**src/rtl/regfile_wb_arbiter_pkg.sv**
```systemverilog
// Shared types and constants for the register-file writeback arbiter.
//   XLEN / REG_ADDR_W : write data and register address widths
//   REG_ZERO          : address of the hard-wired zero register (writes dropped)
//   wb_req_t          : one pending writeback {addr, data}
//   req_id_t          : requester index (ALU = 0, load unit = 1)
package regfile_pkg;

    localparam int unsigned XLEN       = 32;
    localparam int unsigned REG_ADDR_W = 5;

    localparam logic [REG_ADDR_W-1:0] REG_ZERO = 5'd0;

    typedef struct packed {
        logic [REG_ADDR_W-1:0] addr;
        logic [XLEN-1:0]       data;
    } wb_req_t;

    typedef enum logic {
        REQ_ALU  = 1'b0,
        REQ_LOAD = 1'b1
    } req_id_t;

endpackage

```
**src/rtl/regfile_wb_arbiter_if.sv**
```systemverilog
// Bus bundle between the two writeback requesters, the arbiter and the
// register file write port.
//   master : requester / register-file side (drives reqN_valid/rdAdrs/rdData)
//   slave  : arbiter side (drives reqN_ready, enable, rdAdrs, rdData, grant_id, busy)
// With REGFILE_WB_ARB_FWD_EN defined the bundle also carries the rs1/rs2
// forwarding lookup signals.
interface regfile_wb_arbiter_if;
    import regfile_pkg::*;

    logic                  req0_valid;
    logic                  req0_ready;
    logic [REG_ADDR_W-1:0] req0_rdAdrs;
    logic [XLEN-1:0]       req0_rdData;

    logic                  req1_valid;
    logic                  req1_ready;
    logic [REG_ADDR_W-1:0] req1_rdAdrs;
    logic [XLEN-1:0]       req1_rdData;

    logic                  enable;
    logic [REG_ADDR_W-1:0] rdAdrs;
    logic [XLEN-1:0]       rdData;
    logic                  grant_id;
    logic                  busy;

`ifdef REGFILE_WB_ARB_FWD_EN
    logic [REG_ADDR_W-1:0] rs1Adrs;
    logic [REG_ADDR_W-1:0] rs2Adrs;
    logic                  rs1_fwd_valid;
    logic                  rs2_fwd_valid;
    logic [XLEN-1:0]       rs1_fwd_data;
    logic [XLEN-1:0]       rs2_fwd_data;
`endif

    modport master (
        output req0_valid, req0_rdAdrs, req0_rdData,
        output req1_valid, req1_rdAdrs, req1_rdData,
        input  req0_ready, req1_ready,
        input  enable, rdAdrs, rdData, grant_id, busy
`ifdef REGFILE_WB_ARB_FWD_EN
        , output rs1Adrs, rs2Adrs
        , input  rs1_fwd_valid, rs2_fwd_valid, rs1_fwd_data, rs2_fwd_data
`endif
    );

    modport slave (
        input  req0_valid, req0_rdAdrs, req0_rdData,
        input  req1_valid, req1_rdAdrs, req1_rdData,
        output req0_ready, req1_ready,
        output enable, rdAdrs, rdData, grant_id, busy
`ifdef REGFILE_WB_ARB_FWD_EN
        , input  rs1Adrs, rs2Adrs
        , output rs1_fwd_valid, rs2_fwd_valid, rs1_fwd_data, rs2_fwd_data
`endif
    );

endinterface

```
**src/rtl/regfile_wb_arbiter_slot.sv**
```systemverilog
// One-entry writeback hold slot.
//   clock, reset_n : rising-edge clock, synchronous active-low reset
//   i_push         : handshake transfer this cycle (valid && ready)
//   i_req          : offered {addr, data}
//   i_clear        : slot is granted this cycle
//   o_valid/o_req  : held entry
//   o_load         : slot captures i_req at this edge (x0 pushes never load)
module wb_hold_slot
    import regfile_pkg::*;
(
    input  logic    clock,
    input  logic    reset_n,
    input  logic    i_push,
    input  wb_req_t i_req,
    input  logic    i_clear,
    output logic    o_valid,
    output wb_req_t o_req,
    output logic    o_load
);

    logic    r_valid;
    wb_req_t r_req;
    logic    w_load;

    assign w_load = i_push && (i_req.addr != REG_ZERO);

    // A load in the same cycle as a clear refills the slot.
    always_ff @(posedge clock) begin
        if (!reset_n) begin
            r_valid <= 1'b0;
            r_req   <= '0;
        end else if (w_load) begin
            r_valid <= 1'b1;
            r_req   <= i_req;
        end else if (i_clear) begin
            r_valid <= 1'b0;
        end
    end

    assign o_valid = r_valid;
    assign o_req   = r_req;
    assign o_load  = w_load;

endmodule

```
**src/rtl/regfile_wb_arbiter.sv**
```systemverilog
// Shares the register file's single write port between the ALU (req0) and
// the load unit (req1). Each requester owns a one-entry hold slot; the
// older slot wins, same-edge ties go to a round-robin pointer, and x0
// writes are accepted but discarded.
//   clock, reset_n : rising-edge clock, synchronous active-low reset
//   wb (slave)     : requester handshakes, write port enable/rdAdrs/rdData,
//                    grant_id, busy
// Optional: REGFILE_WB_ARB_FWD_EN adds rs1/rs2 forwarding of the write that
// is in flight to register_file.
module regfile_wb_arbiter
    import regfile_pkg::*;
(
    input  logic                 clock,
    input  logic                 reset_n,
    regfile_wb_arbiter_if.slave  wb
);

    logic    w_v0, w_v1, w_load0, w_load1, w_push0, w_push1;
    logic    w_rdy0, w_rdy1, w_clr0, w_clr1;
    logic    w_gnt_vld, w_tie, w_v0_nxt, w_v1_nxt;
    wb_req_t w_in0, w_in1, w_q0, w_q1, w_gnt_req;
    req_id_t w_gnt_id;

    logic                  r_age_vld;
    req_id_t               r_age_old;
    req_id_t               r_rr;
    logic                  r_enable;
    logic [REG_ADDR_W-1:0] r_rdAdrs;
    logic [XLEN-1:0]       r_rdData;
    req_id_t               r_grant_id;

    assign w_in0   = '{addr: wb.req0_rdAdrs, data: wb.req0_rdData};
    assign w_in1   = '{addr: wb.req1_rdAdrs, data: wb.req1_rdData};
    assign w_push0 = wb.req0_valid && w_rdy0;
    assign w_push1 = wb.req1_valid && w_rdy1;

    wb_hold_slot u_slot0 (
        .clock   (clock),
        .reset_n (reset_n),
        .i_push  (w_push0),
        .i_req   (w_in0),
        .i_clear (w_clr0),
        .o_valid (w_v0),
        .o_req   (w_q0),
        .o_load  (w_load0)
    );

    wb_hold_slot u_slot1 (
        .clock   (clock),
        .reset_n (reset_n),
        .i_push  (w_push1),
        .i_req   (w_in1),
        .i_clear (w_clr1),
        .o_valid (w_v1),
        .o_req   (w_q1),
        .o_load  (w_load1)
    );

    always_comb begin
        w_gnt_vld = w_v0 || w_v1;
        w_tie     = w_v0 && w_v1 && !r_age_vld;
        w_gnt_id  = REQ_ALU;
        if (w_v0 && w_v1) begin
            w_gnt_id = r_age_vld ? r_age_old : r_rr;
        end else if (w_v1) begin
            w_gnt_id = REQ_LOAD;
        end
        w_clr0    = w_gnt_vld && (w_gnt_id == REQ_ALU);
        w_clr1    = w_gnt_vld && (w_gnt_id == REQ_LOAD);
        w_gnt_req = (w_gnt_id == REQ_LOAD) ? w_q1 : w_q0;
    end

    // Ready comes from slot state only, never from reqN_valid.
    assign w_rdy0 = !w_v0 || w_clr0;
    assign w_rdy1 = !w_v1 || w_clr1;

    assign w_v0_nxt = w_load0 || (w_v0 && !w_clr0);
    assign w_v1_nxt = w_load1 || (w_v1 && !w_clr1);

    // The age flag only has meaning while both slots end up valid; the slot
    // that did not load at this edge is the older one.
    always_ff @(posedge clock) begin
        if (!reset_n) begin
            r_age_vld  <= 1'b0;
            r_age_old  <= REQ_ALU;
            r_rr       <= REQ_ALU;
            r_enable   <= 1'b0;
            r_rdAdrs   <= '0;
            r_rdData   <= '0;
            r_grant_id <= REQ_ALU;
        end else begin
            if (w_v0_nxt && w_v1_nxt) begin
                if (w_load0 && !w_load1) begin
                    r_age_vld <= 1'b1;
                    r_age_old <= REQ_LOAD;
                end else if (w_load1 && !w_load0) begin
                    r_age_vld <= 1'b1;
                    r_age_old <= REQ_ALU;
                end else if (w_load0 && w_load1) begin
                    r_age_vld <= 1'b0;
                end
            end else begin
                r_age_vld <= 1'b0;
            end

            if (w_tie) begin
                r_rr <= (r_rr == REQ_ALU) ? REQ_LOAD : REQ_ALU;
            end

            r_enable <= w_gnt_vld;
            if (w_gnt_vld) begin
                r_rdAdrs   <= w_gnt_req.addr;
                r_rdData   <= w_gnt_req.data;
                r_grant_id <= w_gnt_id;
            end
        end
    end

    assign wb.req0_ready = w_rdy0;
    assign wb.req1_ready = w_rdy1;
    assign wb.enable     = r_enable;
    assign wb.rdAdrs     = r_rdAdrs;
    assign wb.rdData     = r_rdData;
    assign wb.grant_id   = r_grant_id;
    assign wb.busy       = w_v0 || w_v1 || r_enable;

`ifdef REGFILE_WB_ARB_FWD_EN
    assign wb.rs1_fwd_valid = r_enable && (r_rdAdrs == wb.rs1Adrs) && (wb.rs1Adrs != REG_ZERO);
    assign wb.rs2_fwd_valid = r_enable && (r_rdAdrs == wb.rs2Adrs) && (wb.rs2Adrs != REG_ZERO);
    assign wb.rs1_fwd_data  = r_rdData;
    assign wb.rs2_fwd_data  = r_rdData;
`endif

endmodule

```
**src/flat_wrapper.sv**
```systemverilog
// flat-port wrapper written by rule: the top's interface ports become plain ports
module regfile_wb_arbiter_flat import regfile_pkg::*;
  (clock, reset_n, wb_req0_valid, wb_req0_rdAdrs, wb_req0_rdData, wb_req1_valid, wb_req1_rdAdrs, wb_req1_rdData, wb_req0_ready, wb_req1_ready, wb_enable, wb_rdAdrs, wb_rdData, wb_grant_id, wb_busy);
  regfile_wb_arbiter_if wb_i ();
  input  logic clock;
  input  logic reset_n;
  input wire logic [$bits(wb_i.req0_valid)-1:0] wb_req0_valid;
  input wire logic [$bits(wb_i.req0_rdAdrs)-1:0] wb_req0_rdAdrs;
  input wire logic [$bits(wb_i.req0_rdData)-1:0] wb_req0_rdData;
  input wire logic [$bits(wb_i.req1_valid)-1:0] wb_req1_valid;
  input wire logic [$bits(wb_i.req1_rdAdrs)-1:0] wb_req1_rdAdrs;
  input wire logic [$bits(wb_i.req1_rdData)-1:0] wb_req1_rdData;
  output wire logic [$bits(wb_i.req0_ready)-1:0] wb_req0_ready;
  output wire logic [$bits(wb_i.req1_ready)-1:0] wb_req1_ready;
  output wire logic [$bits(wb_i.enable)-1:0] wb_enable;
  output wire logic [$bits(wb_i.rdAdrs)-1:0] wb_rdAdrs;
  output wire logic [$bits(wb_i.rdData)-1:0] wb_rdData;
  output wire logic [$bits(wb_i.grant_id)-1:0] wb_grant_id;
  output wire logic [$bits(wb_i.busy)-1:0] wb_busy;
  assign wb_i.req0_valid = wb_req0_valid;
  assign wb_i.req0_rdAdrs = wb_req0_rdAdrs;
  assign wb_i.req0_rdData = wb_req0_rdData;
  assign wb_i.req1_valid = wb_req1_valid;
  assign wb_i.req1_rdAdrs = wb_req1_rdAdrs;
  assign wb_i.req1_rdData = wb_req1_rdData;
  assign wb_req0_ready = wb_i.req0_ready;
  assign wb_req1_ready = wb_i.req1_ready;
  assign wb_enable = wb_i.enable;
  assign wb_rdAdrs = wb_i.rdAdrs;
  assign wb_rdData = wb_i.rdData;
  assign wb_grant_id = wb_i.grant_id;
  assign wb_busy = wb_i.busy;
  regfile_wb_arbiter u_core (.clock(clock), .reset_n(reset_n), .wb(wb_i));
endmodule
```
**config.mk**
```make
export PLATFORM = sky130hd
export DESIGN_NAME = regfile_wb_arbiter_flat
export DESIGN_NICKNAME = d
export VERILOG_FILES = /design/src/rtl/regfile_wb_arbiter_pkg.sv /design/src/rtl/regfile_wb_arbiter_if.sv /design/src/rtl/regfile_wb_arbiter_slot.sv /design/src/rtl/regfile_wb_arbiter.sv /design/src/flat_wrapper.sv
export SDC_FILE = /design/constraint.sdc
export NUM_CORES = 1
export LEC_CHECK = 0
export BUFFER_PORTS_ARGS = -buffer_cell sky130_fd_sc_hd__buf_2
export CORE_MARGIN = 5
export CORE_UTILIZATION = 35
export CTS_CLUSTER_SIZE = 20
export DETAILED_ROUTE_END_ITERATION = 6
export GPL_ROUTABILITY_DRIVEN = 0
export SYNTH_ARGS = -nofsm -noshare
export SYNTH_HDL_FRONTEND = slang
export SYNTH_SLANG_ARGS = --single-unit
export TNS_END_PERCENT = 5
```
**constraint.sdc**
```tcl
create_clock -name clock -period 3.65 [get_ports clock]
set_input_delay 0.73 -clock clock [delete_from_list [all_inputs] [get_ports clock]]
set_output_delay 0.73 -clock clock [all_outputs]
set_load 0.005 [all_outputs]
```
==> out/qor.csv <==
metric,value,unit
outcome,finished clean,
post-CTS clock slew at the launch and capture registers of the worst setup and hold paths,0.05,ns
total number of vias,4213,
register cell area after layout,2362,µm²
Diodes inserted,0,
fraction of power spent switching nets,22.67,%
Setup Crit Path Kind,reg2out,
nets@finish,720,
Leakage,2.523,nW
number of enable flip-flop cells after synthesis,0,
Filler cells,1379,
starting density of the core,36.08,%
data arrival at the endpoint of the critical path,1.79,ns
combinational power share,9.1,%
post-CTS setup buffer count,0,
antenna violations before repair,0,
CTS H-Tree Depth,4,
net switching component of the power,0.0007850,W
endpoint required time on the critical path,2.92,ns
number of rows in the core area,43,
kind of end point of the critical path,output port,
placeable core region,13990,µm²
Final Max Tran Viols,0,
Post-Route WL,13.69,mm
largest net degree at the start of global routing,79,
Min-Delay Path Class,reg2reg,
number of DRC violations after detailed-routing iteration 0,210,
ranking of synthesized cells by area,"sky130_fd_sc_hd__dfxtp_1, sky130_fd_sc_hd__nand3_2, sky130_fd_sc_hd__mux2i_1",
die extent in x,130.1,µm
startpoint type of the worst setup path,flip-flop,
wire length of the first global-routing pass,21.40,mm
synthesized instance count,543,
post-route clock period utilization,68.98,%
TritonCTS clock tree,built,
area taken by multi-input logic gates,2409,µm²
CTS Buffer Depth,2,
maximum resistive drop on vdd,0.3140,mV
detailed-route vias per instance,5.058,
Peak Freq,0.3972,GHz
hold violation total from the final report,0,
"flops & latches, synth",118,
DRC violations left,0,
Slew Limit Headroom,29.59,%
Die Height,130.1,µm
power share of the clock group,50.5,%
area share of the largest cell type after synthesis,46.80,%
area of all placed cells without fillers,6291,µm²
most repeated cell in the gate-level netlist after synthesis,sky130_fd_sc_hd__dfxtp_1,
part of the power in registers,40.4,%
clk sink count,118,
Period minus WS final,2.518,ns
synthesis-to-layout area growth,24.64,%
total internal power,0.002677,W
largest fanout of any net on the critical path,4,
area of the die,16920,µm²
number of unique standard cell types used by synthesis,31,
Setup Total Neg Slack,0,ns
GRT Overall Usage,16.34,%
hpwl dp,9.124,mm
commonest cells in the netlist,"sky130_fd_sc_hd__dfxtp_1, sky130_fd_sc_hd__a21oi_1, sky130_fd_sc_hd__o21ai_1",
unrepaired setup endpoints after global routing,false,
largest area contributor in the netlist,sky130_fd_sc_hd__dfxtp_1,
fraction of final layout cells with drive strength greater than 1,35.53,%
power density over the cells,550.4,nW/µm²
post-cts resize count,0,
total nets after synthesis,623,
synthesized area,5047,µm²
Pre-Repair DR Iteration Count,4,
Setup Viol. Count Final,0,
number of global-route vias before repair,4352,
DRT antenna net count,0,
average detailed-routed wire length per instance,16.43,µm
placed cell area,5667,µm²
post-layout util,44.97,%
MaxCap Viol Count,0,
most common flop cell mapped by yosys,sky130_fd_sc_hd__dfxtp_1,
clock buffer count from CTS,17,
clock insertion delay at the later pin of the skew report,0.41,ns
global-route congestion overflow total,0,
Clock Skews,0.006067,ns
synthesized area per cell,9.295,µm²
slack of the worst reg-to-reg path,1.47,ns
ys async rst share,0,%
number of warning messages in the yosys log,0,
Port Buffer Count,119,
proportion of synthesized chip area in sequential cells,46.80,%
Clock Root Buffer,sky130_fd_sc_hd__clkbuf_16,
measured slew at the worst slew-check pin,1.052,ns
power consumption,0.003462,W
hold buffer count at CTS,0,
Top Ports,120,
[cell families (layout without fill, tap and decap cells)]
| logic type | Yosys count | after routing | share of synthesized area [%] |
|---|---|---|---|
| and+or+nand+nor | 131 | 131 | 18.17 |
| xor gates and xnor gates | 1 | 1 | 0.1736 |
| muxes | 41 | 41 | 8.156 |
| adders and majority gates | 2 | 2 | 0.4957 |
| AOI/OAI and AO/OA | 197 | 197 | 19.96 |
| buffers and inverters | 53 | 163 | 6.247 |
| DFF | 118 | 118 | 46.80 |
[state kept, by name, indices dropped and copies added (netlist names)]
| register | count |
|---|---|
| u_core.r_rr | 1 |
| u_core.wb.enable | 1 |
| u_core.r_age_vld | 1 |
| u_core.wb.rdAdrs | 5 |
| u_core.u_slot0.o_valid | 1 |
| u_core.u_slot0.o_req | 37 |
| u_core.u_slot1.o_valid | 1 |
| u_core.wb.grant_id | 1 |
| u_core.u_slot1.o_req | 37 |
| u_core.r_age_old | 1 |
| u_core.wb.rdData | 32 |
[routing by layer]
layer | vias up | share of wire [%] | global-route usage, %
li1 | 2118 | - | -
met1 | 1983 | 43 | 19.75
met2 | 95 | 50 | 27.91
met3 | 17 | 5.4 | 4.298
met4 | 0 | 1.7 | 6.051
met5 | - | 0 | 0
[per-stage QoR]
| step | cells | setup WS (ns) | hold WS [ns] |
|---|---|---|---|
| floorplan | 543 | 1.107 | 0.4439 |
| global placement | 801 | 1.127 | 0.4326 |
| detailed placement | 801 | 1.079 | 0.4396 |
| CTS | 833 | 1.117 | 0.4468 |
| global route | 833 | 1.018 | 0.4668 |
| finish | 833 | 1.132 | 0.4412 |
[final timing paths]
kind | startpoint | end | depth (start not counted)
worst min register to register | u_core.wb.rdData[16] | u_core.wb.rdData[16] | 2
worst max register to register | u_core.u_slot0.o_valid | u_core.u_slot0.o_req[24] | 4
worst max-delay path | u_core.r_age_vld | wb_req1_ready | 3
worst min-delay path | u_core.wb.rdData[16] | u_core.wb.rdData[16] | 2
[final cells by class]
cell class	instances	share of cell area, %
Multi-Input combinational cell	372	38.29
Inverter	4	0.2387
Clock inverter	10	2.387
Tap cell	180	3.580
Sequential cell	118	37.55
Clock buffer	22	7.538
Timing Repair Buffer	127	10.42
[critical path, stage by stage, from the launching register on]
cell	delay, ns
sky130_fd_sc_hd__dfxtp_1	0.40
sky130_fd_sc_hd__mux2i_1	0.56
sky130_fd_sc_hd__nand3_1	0.23
sky130_fd_sc_hd__buf_2	0.18
[placed cells by master, fill, tap and decap left out, types with 3 or more instances in the layout]
| cell type | synthesis | layout |
|---|---|---|
| sky130_fd_sc_hd__buf_4 | 6 | 8 |
| sky130_fd_sc_hd__buf_2 | 15 | 119 |
| sky130_fd_sc_hd__nand2_1 | 51 | 51 |
| sky130_fd_sc_hd__o21ai_0 | 46 | 45 |
| sky130_fd_sc_hd__clkbuf_8 | 0 | 3 |
| sky130_fd_sc_hd__nand3_1 | 8 | 8 |
| sky130_fd_sc_hd__nor2_1 | 3 | 3 |
| sky130_fd_sc_hd__o21ai_1 | 68 | 68 |
| sky130_fd_sc_hd__a21oi_1 | 76 | 76 |
| sky130_fd_sc_hd__bufinv_16 | 0 | 4 |
| sky130_fd_sc_hd__clkinv_2 | 0 | 6 |
| sky130_fd_sc_hd__dfxtp_1 | 118 | 118 |
| sky130_fd_sc_hd__clkbuf_16 | 0 | 17 |
| sky130_fd_sc_hd__mux2i_1 | 40 | 40 |
| sky130_fd_sc_hd__nand3_2 | 58 | 58 |
[power groups by stage]
stage / logic (W) / registers, W / clock network, W
after detailed placement: 0.000319 / 0.00142 / 0
after floorplan: 0.000204 / 0.00141 / 0
after global placement: 0.000312 / 0.00142 / 0
final: 0.000316 / 0.00140 / 0.00175
after global routing: 0.000351 / 0.00140 / 0.00185
after CTS: 0.000321 / 0.00140 / 0.00178
No activity file was read; power rests on OpenSTA's default activity.
